File: src/rtl/qwi_regbus_arb_pkg.sv
// Shared definitions for the register-bus arbiter: FSM state encodings and a clog2 helper.
package qwi_regbus_arb_pkg;

    typedef enum logic [1:0] {
        ST_IDLE  = 2'd0,
        ST_ISSUE = 2'd1,
        ST_RESP  = 2'd2
    } state_t;

    function automatic int f_clog2(input int value);
        int r;
        int v;
        r = 0;
        v = value - 1;
        while (v > 0) begin
            r = r + 1;
            v = v >> 1;
        end
        return r;
    endfunction

endpackage

File: src/rtl/qwi_rr_pick.sv
// Combinational round-robin picker: first set request after i_ptr, wrapping modulo NREQ.
module qwi_rr_pick
    import qwi_regbus_arb_pkg::*;
#(
    parameter int NREQ = 2,
    parameter int IDXW = f_clog2(NREQ)
) (
    input  logic [NREQ-1:0] i_req,
    input  logic [IDXW-1:0] i_ptr,
    output logic [NREQ-1:0] o_gnt,
    output logic [IDXW-1:0] o_idx,
    output logic            o_any
);

    always_comb begin
        o_gnt = '0;
        o_idx = '0;
        o_any = 1'b0;
        for (int k = 1; k <= NREQ; k++) begin
            int cand;
            cand = int'(i_ptr) + k;
            if (cand >= NREQ) begin
                cand = cand - NREQ;
            end
            if (!o_any && i_req[cand]) begin
                o_any       = 1'b1;
                o_idx       = cand[IDXW-1:0];
                o_gnt[cand] = 1'b1;
            end
        end
    end

endmodule

File: src/rtl/qwi_regbus_arb.sv
// Round-robin arbiter sharing one register-control bus between NREQ masters.
// One single-beat transaction per three cycles: accept (IDLE), bus cycle (ISSUE), response (RESP).
module qwi_regbus_arb
    import qwi_regbus_arb_pkg::*;
#(
    parameter int NREQ   = 2,
    parameter int REGCNT = 32,
    parameter int AWID   = 12,
    parameter int DWID   = 32
) (
    input  logic                 reg_clk,
    input  logic                 sys_rst,
    input  logic [NREQ-1:0]      req_vld,
    input  logic [NREQ-1:0]      req_wr,
    input  logic [NREQ*AWID-1:0] req_addr,
    input  logic [NREQ*DWID-1:0] req_wrd,
    output logic [NREQ-1:0]      req_rdy,
    output logic [NREQ-1:0]      rsp_vld,
    output logic                 rsp_err,
    output logic [DWID-1:0]      rsp_rdd,
    output logic                 busy,
    output logic                 reg_ce,
    output logic [DWID/8-1:0]    reg_we,
    output logic [AWID-1:0]      reg_addr,
    output logic [DWID-1:0]      reg_wrd,
    input  logic [DWID-1:0]      reg_rdd
);

    localparam int IDXW = f_clog2(NREQ);
    localparam int BEW  = DWID / 8;
    // One extra bit so REGCNT == 2**AWID is still representable.
    localparam logic [AWID:0] REGCNT_W = (AWID + 1)'(REGCNT);

    state_t          r_state;
    logic [IDXW-1:0] r_ptr;
    logic [NREQ-1:0] r_gnt_oh;
    logic            r_err;

    logic [NREQ-1:0] w_pick_gnt;
    logic [IDXW-1:0] w_pick_idx;
    logic            w_pick_any;
    logic            w_sel_wr;
    logic [AWID-1:0] w_sel_addr;
    logic [DWID-1:0] w_sel_wrd;
    logic            w_sel_err;

    qwi_rr_pick #(
        .NREQ (NREQ),
        .IDXW (IDXW)
    ) u_pick (
        .i_req (req_vld),
        .i_ptr (r_ptr),
        .o_gnt (w_pick_gnt),
        .o_idx (w_pick_idx),
        .o_any (w_pick_any)
    );

    always_comb begin
        w_sel_wr   = 1'b0;
        w_sel_addr = '0;
        w_sel_wrd  = '0;
        for (int k = 0; k < NREQ; k++) begin
            if (w_pick_gnt[k]) begin
                w_sel_wr   = req_wr[k];
                w_sel_addr = req_addr[AWID*k +: AWID];
                w_sel_wrd  = req_wrd[DWID*k +: DWID];
            end
        end
    end

    // Full-width compare: high address bits never alias onto a valid register.
    assign w_sel_err = ({1'b0, w_sel_addr} >= REGCNT_W);

    // Accept is combinational in IDLE and suppressed while reset is asserted.
    assign req_rdy = ((r_state == ST_IDLE) && !sys_rst) ? w_pick_gnt : '0;

    always_ff @(posedge reg_clk or posedge sys_rst) begin
        if (sys_rst) begin
            r_state  <= ST_IDLE;
            r_ptr    <= IDXW'(NREQ - 1);
            r_gnt_oh <= '0;
            r_err    <= 1'b0;
            rsp_vld  <= '0;
            rsp_err  <= 1'b0;
            rsp_rdd  <= '0;
            busy     <= 1'b0;
            reg_ce   <= 1'b0;
            reg_we   <= '0;
            reg_addr <= '0;
            reg_wrd  <= '0;
        end else begin
            rsp_vld  <= '0;
            rsp_err  <= 1'b0;
            reg_ce   <= 1'b0;
            reg_we   <= '0;
            reg_addr <= '0;
            reg_wrd  <= '0;
            case (r_state)
                ST_IDLE: begin
                    if (w_pick_any) begin
                        r_ptr    <= w_pick_idx;
                        r_gnt_oh <= w_pick_gnt;
                        r_err    <= w_sel_err;
                        // Bus registers double as the transaction latch for ISSUE.
                        reg_ce   <= !w_sel_err;
                        reg_we   <= {BEW{w_sel_wr & !w_sel_err}};
                        reg_addr <= w_sel_err ? '0 : w_sel_addr;
                        reg_wrd  <= w_sel_err ? '0 : w_sel_wrd;
                        busy     <= 1'b1;
                        r_state  <= ST_ISSUE;
                    end
                end
                ST_ISSUE: begin
                    rsp_rdd <= r_err ? '0 : reg_rdd;
                    rsp_vld <= r_gnt_oh;
                    rsp_err <= r_err;
                    r_state <= ST_RESP;
                end
                ST_RESP: begin
                    busy    <= 1'b0;
                    r_state <= ST_IDLE;
                end
                default: begin
                    busy    <= 1'b0;
                    r_state <= ST_IDLE;
                end
            endcase
        end
    end

endmodule

File: config.mk
export PLATFORM = sky130hd
export DESIGN_NAME = qwi_regbus_arb
export DESIGN_NICKNAME = d
export VERILOG_FILES = /design/src/rtl/qwi_regbus_arb_pkg.sv /design/src/rtl/qwi_rr_pick.sv /design/src/rtl/qwi_regbus_arb.sv
export SDC_FILE = /design/constraint.sdc
export NUM_CORES = 1
export LEC_CHECK = 0
export ABC_AREA = 1
export CAP_MARGIN = 20
export CORE_MARGIN = 2
export CORE_UTILIZATION = 41
export DETAILED_ROUTE_END_ITERATION = 10
export PLACE_DENSITY = 0.92
export SYNTH_ARGS = -nofsm -noshare
export SYNTH_HDL_FRONTEND = slang
export SYNTH_SLANG_ARGS = --single-unit
File: constraint.sdc
create_clock -name reg_clk -period 4.8 [get_ports reg_clk]
set_clock_uncertainty 0.2 [all_clocks]
set_input_delay 0.48 -clock reg_clk [delete_from_list [all_inputs] [get_ports reg_clk]]
set_output_delay 0.48 -clock reg_clk [all_outputs]
set_load 0.05 [all_outputs]
==> results.json <==
{
  "cts_sinks": 88,
  "synthArstFlopShare_pct": 100,
  "avgRoutedWirePerCell_microns": 13.1,
  "routed_wl_microns": 10200,
  "dpl-instance-area_sq_mm": 0.00588,
  "ff2ff_setup_slack_ps": 2150,
  "pre_cts_ws_ps": 1390,
  "synth_top_family_by_area": "simple AND/OR/NAND/NOR gates",
  "ys_ff_latch": 88,
  "holdPathStages": 2,
  "drive_gt1_share_pct": 3.87,
  "ys_seq_area_share_pct": 59.6,
  "min_period_ps": 3400,
  "core-area_sq_mm": 0.00872,
  "grt_max_degree": 46,
  "grt_pass1_wl_microns": 16600,
  "grt_overflow_total": 0,
  "route.met3.wl_microns": 936,
  "final_cells": 779,
  "cp-start-kind": "primary input",
  "dieHeight_microns": 98.9,
  "grt_util_all_layers_pct": 21.3,
  "fmax_mhz": 294,
  "yosysMostFrequentCell": "nand2_1",
  "final_nets": 793,
  "critPathMaxFanout": 41,
  "die_area_sq_mm": 0.00979,
  "synth_xor_area_share_pct": 0,
  "dp_hpwl_microns": 7950,
  "hold-worst-slack_ps": 284,
  "status": "complete, no violations",
  "hold_end": "rsp_rdd[12]",
  "wl_met1_microns": 3900,
  "arrival_ps": 2720,
  "viasPerCell": 4.59,
  "drc": 0,
  "top_layer_used": "met4",
  "rows": 34,
  "r2r_start": "r_ptr",
  "worstMarginPinSlew_ps": 980,
  "drv_cap": 0,
  "total_leakage_power_nw": 3.09,
  "finalWorstSetupSlack_ps": 1400,
  "gp_congestion": 0.816,
  "placed_cells": 764,
  "required_ps": 4120,
  "dr.pass1.iters": 4,
  "worstRegToRegCells": 9,
  "ir_worst_vdd_mv": 0.312,
  "synth-main-ff-cell": "dfrtp_1",
  "synth_edf_count": 0,
  "io_pins": 213,
  "synth_mux_area_share_pct": 0,
  "finalSetupViolations": 0,
  "numCtsBuffers": 9,
  "setup_tns_ps": 0,
  "cts_buffer_depth": 2,
  "diodes": 0,
  "clk_pin_slew_ps": 80,
  "first_global_vias": 3577,
  "final-hold-violation-count": 0,
  "hp-class": "flip-flop to flip-flop",
  "endpoint_kind": "output port",
  "postCtsSetupBuffers": 0,
  "r2r-end": "reg_wrd[3]",
  "clkLatencyLatePin_ps": 340,
  "p_per_area_mw_per_mm2": 487,
  "antenna_left": 0,
  "ys_types": 19,
  "hold_start": "rsp_rdd[12]",
  "relSlewSlack_pct": 34.6,
  "crit_type": "primary input to output port",
  "yosys.area.top_type": "dfrtp_1",
  "netlist_area_sq_mm": 0.00370,
  "synth-simple-area-share_pct": 30.1,
  "synth.top_cell.area_share_pct": 58.9,
  "rsz0062_at_grt": "no",
  "cts_tree": "done",
  "vias": 3573,
  "start_util_pct": 42.4,
  "stdcell_area_sq_mm": 0.00611,
  "drt_iter0_drc": 84,
  "cts_hold_buf": 0,
  "syn_inst": 458,
  "area_delta_synth_final_pct": 65.4,
  "synth.area.top_cells": "dfrtp_1 (59%), nand2_1 (20%), inv_1 (5.2%), nor2_1 (5.1%), nand3_1 (4.3%)",
  "h-tree-depth": 3,
  "root_buffer": "clkbuf_8",
  "nFillCells": 654,
  "synthTopCellsByCount": "nand2_1 (200), dfrtp_1 (87), inv_1 (51), nor2_1 (50), nand3_1 (32)",
  "drv_slew": 0,
  "yosysWarnings": 0,
  "die_w_microns": 98.9,
  "synth_compound_area_share_pct": 1.15,
  "wl_met2_microns": 5140,
  "finalCritPeriodShare_pct": 70.8,
  "port-buffer-count": 212,
  "syn_area_per_cell_sq_um": 8.07,
  "cts_resized": 0,
  "synthAdderAreaFrac_pct": 0,
  "antenna_found_initial": 0
}
final cells by class:
cell class / instances / area (sq um) / area share (%)
Sequential cell: 88 / 2200 / 36.0
Timing Repair Buffer: 216 / 2150 / 35.2
Multi-Input combinational cell: 298 / 1190 / 19.4
Inverter: 54 / 204 / 3.34
Clock buffer: 11 / 151 / 2.48
Tap cell: 108 / 135 / 2.21
Clock inverter: 4 / 77.6 / 1.27
worst max path at each step:
stage                     from          to  slack, ps
global placement    req_vld[1]  req_rdy[1]       1440
finish              req_vld[1]  req_rdy[1]       1400
floorplan              sys_rst        busy       1840
global route        req_vld[1]  req_rdy[1]       1250
detailed placement  req_vld[1]  req_rdy[1]       1390
CTS                 req_vld[1]  req_rdy[1]       1380
metrics by stage:
step                      total power, mW  util, %
after floorplan                      1.92        -
after global placement               2.38     67.5
after detailed placement             2.43     67.5
after CTS                            3.00     70.1
after global routing                 3.15     70.1
final                                2.98     70.1
critical path, cell delays in order:
cell	delay, ps
clkdlybuf4s50_1	600
nand2_1	100
inv_2	460
nand2_1	140
nor2_1	120
clkdlybuf4s50_1	810
cell families (layout without fill, tap and decap cells):
group | Yosys count | after routing
AND/OR/NAND/NOR | 284 | 284
flip-flops | 88 | 88
buffers and inverters | 78 | 285
AO/OA/AOI/OAI | 7 | 7
other | 1 | 7
layout by cell type, fill, tap and decap left out:
| cell | instances |
|---|---|
| clkbuf_8 | 11 |
| clkinv_1 | 1 |
| conb_1 | 7 |
| dfstp_2 | 1 |
| nand3_1 | 32 |
| clkinv_2 | 1 |
| bufinv_16 | 2 |
| dfrtp_1 | 87 |
| inv_1 | 50 |
| nand3b_1 | 1 |
| clkdlybuf4s50_1 | 212 |
| o21ai_2 | 1 |
| clkinv_4 | 2 |
| buf_4 | 4 |
| o21ai_0 | 5 |
| inv_2 | 2 |
| a21oi_4 | 1 |
| nor2_1 | 50 |
| nand2_1 | 200 |
| nor2_2 | 1 |
flip-flops by register name, indices dropped and copies added, names as in the netlist:
signal / cells
busy: 1
r_err: 1
r_gnt_oh: 2
r_ptr: 1
r_state: 2
reg_addr: 12
reg_ce: 1
reg_we: 1
reg_wrd: 32
rsp_err: 1
rsp_rdd: 32
rsp_vld: 2
power breakdown:
group,switching (mW),internal [mW],total (mW)
Sequential,0.0793,0.906,0.985
Clock,0.247,0.321,0.568
Combinational,0.967,0.456,1.42
Total,1.29,1.68,2.98
routing by layer:
| layer | vias up | global-route usage, % |
|---|---|---|
| met4 | 0 | 9.38 |
| li1 | 1760 | - |
| met2 | 173 | 37.8 |
| met1 | 1621 | 23.5 |
| met3 | 19 | 6.38 |
| met5 | - | 0 |
Note: power is estimated with default switching activity, not from simulation.
